==> src/rtl/rx_halfband_decim_if.sv <==
// Sample stream bundle for the receive halfband decimator.
// CIC-side inputs, filtered outputs and the overrun flag.
interface rx_halfband_decim_if;
  logic               strobe_in;
  logic signed [23:0] i_in;
  logic signed [23:0] q_in;
  logic               strobe_out;
  logic signed [23:0] i_out;
  logic signed [23:0] q_out;
  logic               overrun;

  modport master (
    output strobe_in, i_in, q_in,
    input  strobe_out, i_out, q_out, overrun
  );

  modport slave (
    input  strobe_in, i_in, q_in,
    output strobe_out, i_out, q_out, overrun
  );
endinterface

==> src/rtl/rx_halfband_decim.sv <==
// Decimate-by-2 15-tap halfband FIR on 24-bit I/Q.
// One shared pre-add/multiply per channel, sequenced by a small FSM.
module rx_halfband_decim #(
  parameter logic signed [17:0] C0 = -18'sd512,
  parameter logic signed [17:0] C1 = 18'sd3072,
  parameter logic signed [17:0] C2 = -18'sd10240,
  parameter logic signed [17:0] C3 = 18'sd40448,
  parameter logic signed [17:0] CC = 18'sd65536
) (
  input logic clock,
  input logic reset,
  input logic enable,
  rx_halfband_decim_if.slave bus
);

  typedef enum logic [2:0] {
    IDLE, P0, P1, P2, P3, CTR, OUT
  } state_t;

  state_t state, nxt;

  logic               phase;
  logic               accept;
  logic               drop;
  logic               first;
  logic               mac_en;
  logic               fin;
  logic               solo;
  logic [3:0]         ia;
  logic [3:0]         ib;
  logic signed [17:0] coef;

  logic signed [23:0] xi [15];
  logic signed [23:0] xq [15];
  logic signed [24:0] pre_i, pre_q;
  logic signed [42:0] prod_i, prod_q;
  logic signed [45:0] acc_i, acc_q;
  logic signed [23:0] i_r, q_r;
  logic               stb_r, ovr_r;

  function automatic logic signed [23:0] sat(
    input logic signed [45:0] a
  );
    logic signed [45:0] r;
    r = (a + 46'sd65536) >>> 17;
    if (r > 46'sd8388607)
      return 24'sh7fffff;
    if (r < -46'sd8388608)
      return 24'sh800000;
    return r[23:0];
  endfunction

  always_ff @(posedge clock or posedge reset) begin
    if (reset)
      state <= IDLE;
    else if (!enable)
      state <= IDLE;
    else
      state <= nxt;
  end

  always_comb begin
    nxt = state;
    unique case (state)
      IDLE: if (bus.strobe_in && phase) nxt = P0;
      P0:   nxt = P1;
      P1:   nxt = P2;
      P2:   nxt = P3;
      P3:   nxt = CTR;
      CTR:  nxt = OUT;
      OUT:  nxt = IDLE;
      default: nxt = IDLE;
    endcase
  end

  // tap pair select; the centre tap has no mirror partner
  always_comb begin
    accept = bus.strobe_in && (state == IDLE);
    drop   = bus.strobe_in && (state != IDLE);
    mac_en = 1'b1;
    first  = 1'b0;
    fin    = 1'b0;
    solo   = 1'b0;
    ia     = 4'd0;
    ib     = 4'd14;
    coef   = C0;
    unique case (state)
      P0: first = 1'b1;
      P1: begin
        ia   = 4'd2;
        ib   = 4'd12;
        coef = C1;
      end
      P2: begin
        ia   = 4'd4;
        ib   = 4'd10;
        coef = C2;
      end
      P3: begin
        ia   = 4'd6;
        ib   = 4'd8;
        coef = C3;
      end
      CTR: begin
        ia   = 4'd7;
        solo = 1'b1;
        coef = CC;
      end
      OUT: begin
        mac_en = 1'b0;
        fin    = 1'b1;
      end
      default: mac_en = 1'b0;
    endcase
  end

  always_comb begin
    pre_i = {xi[ia][23], xi[ia]};
    pre_q = {xq[ia][23], xq[ia]};
    if (!solo) begin
      pre_i = pre_i + {xi[ib][23], xi[ib]};
      pre_q = pre_q + {xq[ib][23], xq[ib]};
    end
    prod_i = 43'(pre_i) * 43'(coef);
    prod_q = 43'(pre_q) * 43'(coef);
  end

  always_ff @(posedge clock or posedge reset) begin
    if (reset) begin
      for (int k = 0; k < 15; k++) begin
        xi[k] <= '0;
        xq[k] <= '0;
      end
      phase <= 1'b0;
    end else if (!enable) begin
      for (int k = 0; k < 15; k++) begin
        xi[k] <= '0;
        xq[k] <= '0;
      end
      phase <= 1'b0;
    end else if (accept) begin
      xi[0] <= bus.i_in;
      xq[0] <= bus.q_in;
      for (int k = 1; k < 15; k++) begin
        xi[k] <= xi[k-1];
        xq[k] <= xq[k-1];
      end
      phase <= ~phase;
    end
  end

  always_ff @(posedge clock or posedge reset) begin
    if (reset) begin
      acc_i <= '0;
      acc_q <= '0;
      i_r   <= '0;
      q_r   <= '0;
      stb_r <= 1'b0;
      ovr_r <= 1'b0;
    end else if (!enable) begin
      acc_i <= '0;
      acc_q <= '0;
      i_r   <= '0;
      q_r   <= '0;
      stb_r <= 1'b0;
      ovr_r <= 1'b0;
    end else begin
      stb_r <= fin;
      ovr_r <= drop;
      if (mac_en) begin
        acc_i <= first ? 46'(prod_i)
                       : acc_i + 46'(prod_i);
        acc_q <= first ? 46'(prod_q)
                       : acc_q + 46'(prod_q);
      end
      if (fin) begin
        i_r <= sat(acc_i);
        q_r <= sat(acc_q);
      end
    end
  end

  assign bus.strobe_out = stb_r;
  assign bus.i_out      = i_r;
  assign bus.q_out      = q_r;
  assign bus.overrun    = ovr_r;

endmodule

==> src/flat_wrapper.sv <==
// flat-port wrapper written by rule: the top's interface ports become plain ports
module rx_halfband_decim_flat 
#(
  parameter logic signed [17:0] C0 = -18'sd512,
  parameter logic signed [17:0] C1 = 18'sd3072,
  parameter logic signed [17:0] C2 = -18'sd10240,
  parameter logic signed [17:0] C3 = 18'sd40448,
  parameter logic signed [17:0] CC = 18'sd65536
)
  (clock, reset, enable, bus_strobe_in, bus_i_in, bus_q_in, bus_strobe_out, bus_i_out, bus_q_out, bus_overrun);
  rx_halfband_decim_if bus_i ();
  input logic clock;
  input logic reset;
  input logic enable;
  input wire logic [$bits(bus_i.strobe_in)-1:0] bus_strobe_in;
  input wire logic [$bits(bus_i.i_in)-1:0] bus_i_in;
  input wire logic [$bits(bus_i.q_in)-1:0] bus_q_in;
  output wire logic [$bits(bus_i.strobe_out)-1:0] bus_strobe_out;
  output wire logic [$bits(bus_i.i_out)-1:0] bus_i_out;
  output wire logic [$bits(bus_i.q_out)-1:0] bus_q_out;
  output wire logic [$bits(bus_i.overrun)-1:0] bus_overrun;
  assign bus_i.strobe_in = bus_strobe_in;
  assign bus_i.i_in = bus_i_in;
  assign bus_i.q_in = bus_q_in;
  assign bus_strobe_out = bus_i.strobe_out;
  assign bus_i_out = bus_i.i_out;
  assign bus_q_out = bus_i.q_out;
  assign bus_overrun = bus_i.overrun;
  rx_halfband_decim #(.C0(C0), .C1(C1), .C2(C2), .C3(C3), .CC(CC)) u_core (.clock(clock), .reset(reset), .enable(enable), .bus(bus_i));
endmodule
==> config.mk <==
export PLATFORM = sky130hd
export DESIGN_NAME = rx_halfband_decim_flat
export DESIGN_NICKNAME = d
export VERILOG_FILES = /design/src/rtl/rx_halfband_decim_if.sv /design/src/rtl/rx_halfband_decim.sv /design/src/flat_wrapper.sv
export SDC_FILE = /design/constraint.sdc
export NUM_CORES = 2
export LEC_CHECK = 0
export BUFFER_PORTS_ARGS = -buffer_cell sky130_fd_sc_hd__buf_2
export CORE_UTILIZATION = 45
export CTS_CLUSTER_DIAMETER = 150
export DETAILED_ROUTE_END_ITERATION = 12
export SLEW_MARGIN = 40
export SYNTH_ARGS = -nofsm -noshare
export SYNTH_HDL_FRONTEND = slang
export SYNTH_SLANG_ARGS = --single-unit
==> constraint.sdc <==
create_clock -name clock -period 28.9 [get_ports clock]
set_clock_uncertainty 0.05 [all_clocks]
set_input_delay 2.89 -clock clock [delete_from_list [all_inputs] [get_ports clock]]
set_output_delay 2.89 -clock clock [all_outputs]
set_load 0.02 [all_outputs]
==> results.md <==
- The run finished with clean final reports.
- After synthesis, the mean cell area works out to 9.95 um2.
- Data on the critical path arrives at its endpoint at 14.83 ns.
- Once the clock tree was built, the setup fixing pass inserted 0 buffers.
- By area the synthesized netlist is led by sky130_fd_sc_hd__dfrtp_1 (37%), sky130_fd_sc_hd__fa_1 (13%), sky130_fd_sc_hd__a22o_1 (11%), sky130_fd_sc_hd__ha_1 (7.1%), sky130_fd_sc_hd__nand2_1 (3.9%).
- The count of pins over their slew limit is 0.
- The synthesized netlist contains 92 unique library cells.
- Tracing the worst setup path back leads to its startpoint at u_core.state[1].
- The count of buffers inserted at the top-level ports is 101.
- For the pin with the worst max-slew slack, the measured transition is 0.923 ns.
- The synthesized instance count is 5765.
- The post-synth net total is 6505.
- The worst setup path endpoint is u_core.acc_q[44].
- The critical path's largest stage delay is 0.77 ns.
- TritonCTS built the clock tree.
- The worst path meets setup with 14.64 ns of slack.
- Across the run, the number of max-cap violations was 0.
- In this run the critical register-to-register path is captured at u_core.acc_q[44].
- The synthesized design contains 848 register bits.
- The worst setup path is of the flop to flop kind.
- Setup repair after global routing left no endpoint under its margin.
- For this design, the sink count on the clock tree is 848.
- The root buffer cell chosen for the clock tree is sky130_fd_sc_hd__clkbuf_16.
- The worst hold slack is 0.422 ns.
- In this run, synthesis inferred 0 flip-flops with an integrated enable.
- The minimum setup slack among reg-to-reg paths is 14.64 ns.
- The period utilization is 49.3%.
- Headroom to the max-slew limit came out at 37.8%.
- Clock-pin slew was measured on the worst setup and hold paths at 0.06 ns.
- STA classifies the critical path startpoint as a flop.
- The clock latency of the later-clocked register in the worst-skew pair is 0.74 ns.
- The average via count per standard cell is 5.78.
- The floorplan core area is 126000 um2.
- The synthesized design spends more area on one cell type than any other, namely sky130_fd_sc_hd__dfrtp_1.
- After the first detailed-routing iteration, the DRC count stood at 3554.
- For the worst flop-to-flop path, the logic depth is 52.
- The repair_antennas step left the layout with diodes totalling 0.
- The first global-routing pass estimated 239000 um of wire.
- The total congestion overflow is 0.
- In the synthesized netlist the async set-or-reset flop fraction comes to 100%.
- The number of endpoints with negative hold slack in the final report is 0.
- The prevailing post-synth register cell is sky130_fd_sc_hd__dfrtp_1.
- Summed over its instances, the top area cell type makes up 37.0% of the synthesized netlist area.
- The pre-CTS setup slack is 14.67 ns.
- Summing the sequential cell areas from Yosys gives 37.0% of the chip area.
- The via count of the first global-routing pass is 41600.
- The clock passes through at most 3 buffers.
- The total die area is 129000 um2.
- The count of boundary I/O pins is 102.
- After synthesis, the most frequently instantiated cells are sky130_fd_sc_hd__dfrtp_1 (848), sky130_fd_sc_hd__a22o_1 (715), sky130_fd_sc_hd__nand2_1 (589), sky130_fd_sc_hd__inv_1 (579), sky130_fd_sc_hd__fa_1 (364).
- At the end of routability-driven placement, the weighted congestion stood at 0.898.
- The number of warnings printed during yosys synthesis is 0.
- CTS built an H-tree with a depth of 3.
- The fmax is 70.1 MHz.
- The origin of the critical flop-to-flop path is u_core.state[1].
- Clock tree synthesis inserted a total of 93 buffers.
- Setup violations remaining at the end of the flow were counted as 0.
- The initial utilization of the core area, before any placement, comes to 45.5%.
- The maximum number of pins on one net before global-route repair is 203.
- The maximum fanout encountered on the critical timing path is 52.
- The cell area after synthesis is 57400 um2.
- The via count of the routed design is 42700.
- The detailed-route DRC error count is 0.
- The post-cts sizing count is 0.
- The number of detailed-routing iterations run before antenna repair is 6.
- The area overhead of the layout relative to synthesis is 9.36%.
- The wire-length estimate of the detail-placed layout is 104000 um.
- The class of the tightest hold or removal check is flop to flop.
- After clock tree synthesis, the flow added hold-fix buffers numbering 0.
- After routing, the total negative slack on setup checks comes to 0 ns.
- The floorplan step set the die height to 359 um.
- The floorplan has 130 rows.
- The wire length per cell is 20.2 um.
- The required time reported for the critical path endpoint is 29.48 ns.
- The most common cell in the netlist is sky130_fd_sc_hd__dfrtp_1.
- The number of antenna violations at the first check in global routing is 1.
- From left edge to right edge, the die measures 359 um.
- The global-route usage over all layers is 23.0%.
- For this block, the routed nets add up to 149000 um of wire.
- The clock period minus final worst setup slack is 14.26 ns.
- The post-detailed-route count of antenna-violating nets is 0.
- The number of nets at the end of the flow is 6410.
- STA classifies the critical path endpoint as a flop.
- The share of final-layout standard cells stronger than drive strength 1 is 6.86%.
- The cell with the biggest individual delay on the critical path is sky130_fd_sc_hd__dfrtp_4.
-- worst max-delay path, delay by kind of cell (launching register included) --
family	cells	cell delay [ns]
muxes	2	0.98
and+or+nand+nor	9	1.55
adders and majority gates	10	3.72
AOI/OAI and AO/OA	22	4.74
DFF	1	0.77
xor gates and xnor gates	1	0.21
buffers and inverters	8	2.06
-- final cells by class --
class                      instances  area [um2]
fill                           11500       63300
multi-input combinational       3979       32700
sequential                       848       21200
clock buffer                     131        2640
inverter                         583        2200
tap                             1650        2060
timing repair buffer             165        1310
clock inverter                    38         546
-- cells by family (layout without fill, tap and decap cells) --
family	Yosys count	in the layout	synth area share (%)
compound gates	1689	1689	21.8
flops	848	848	37.0
mux	141	141	2.48
buf+inv	938	917	6.20
simple gates	1238	1238	9.34
fa+ha+maj	688	688	19.8
xor+xnor	223	223	3.42
-- cells in the final DEF (no fill, tap or decap), drive strengths merged, types with 78 or more instances in the layout --
cell	instances
a22o	715
xnor2	145
dfrtp	848
ha	324
nand2	589
clkbuf	132
mux2i	130
xor2	78
inv	585
o21ai	198
fa	364
a21oi	308
buf	164
nor2	324
-- through the flow --
stage / utilization [%] / cells / cell area [um2]
2_1_floorplan: - / 5765 / 57400
3_3_place_gp: 46.9 / 7214 / 59200
3_5_place_dp: 47.1 / 7221 / 59400
4_1_cts: 49.7 / 7390 / 62600
5_1_grt: 49.8 / 7394 / 62700
6_report: 49.8 / 7394 / 62700
-- per-layer routing --
layer	GRT usage (%)	share of wire [%]	up-vias
met2	33.2	42	1161
met1	35.4	50	21300
met5	0	0	-
met3	3.91	5.9	197
li1	-	-	20000
met4	6.27	2.5	0
-- state kept, by name, summed over array words and instances (netlist names), 3 cells and up --
register,cells
u_core.xq,360
u_core.acc_i,37
u_core.bus.i_out,24
u_core.state,3
u_core.xi,360
u_core.acc_q,37
u_core.bus.q_out,24
-- worst min-delay path by stage --
stage	startpoint	endpoint	depth (start not counted)
4_1_cts	u_core.xq[35]	u_core.xq[11]	1
5_1_grt	u_core.xq[329]	u_core.xq[329]	1
6_report	u_core.bus.q_out[0]	u_core.bus.q_out[0]	2
2_1_floorplan	u_core.xi[0]	u_core.xi[0]	1
3_5_place_dp	u_core.bus.q_out[0]	u_core.bus.q_out[0]	2
3_3_place_gp	u_core.bus.i_out[23]	u_core.bus.i_out[23]	2
Power is not shown: default switching activity piles up to over one toggle a cycle in this logic, so the estimate is an artifact.
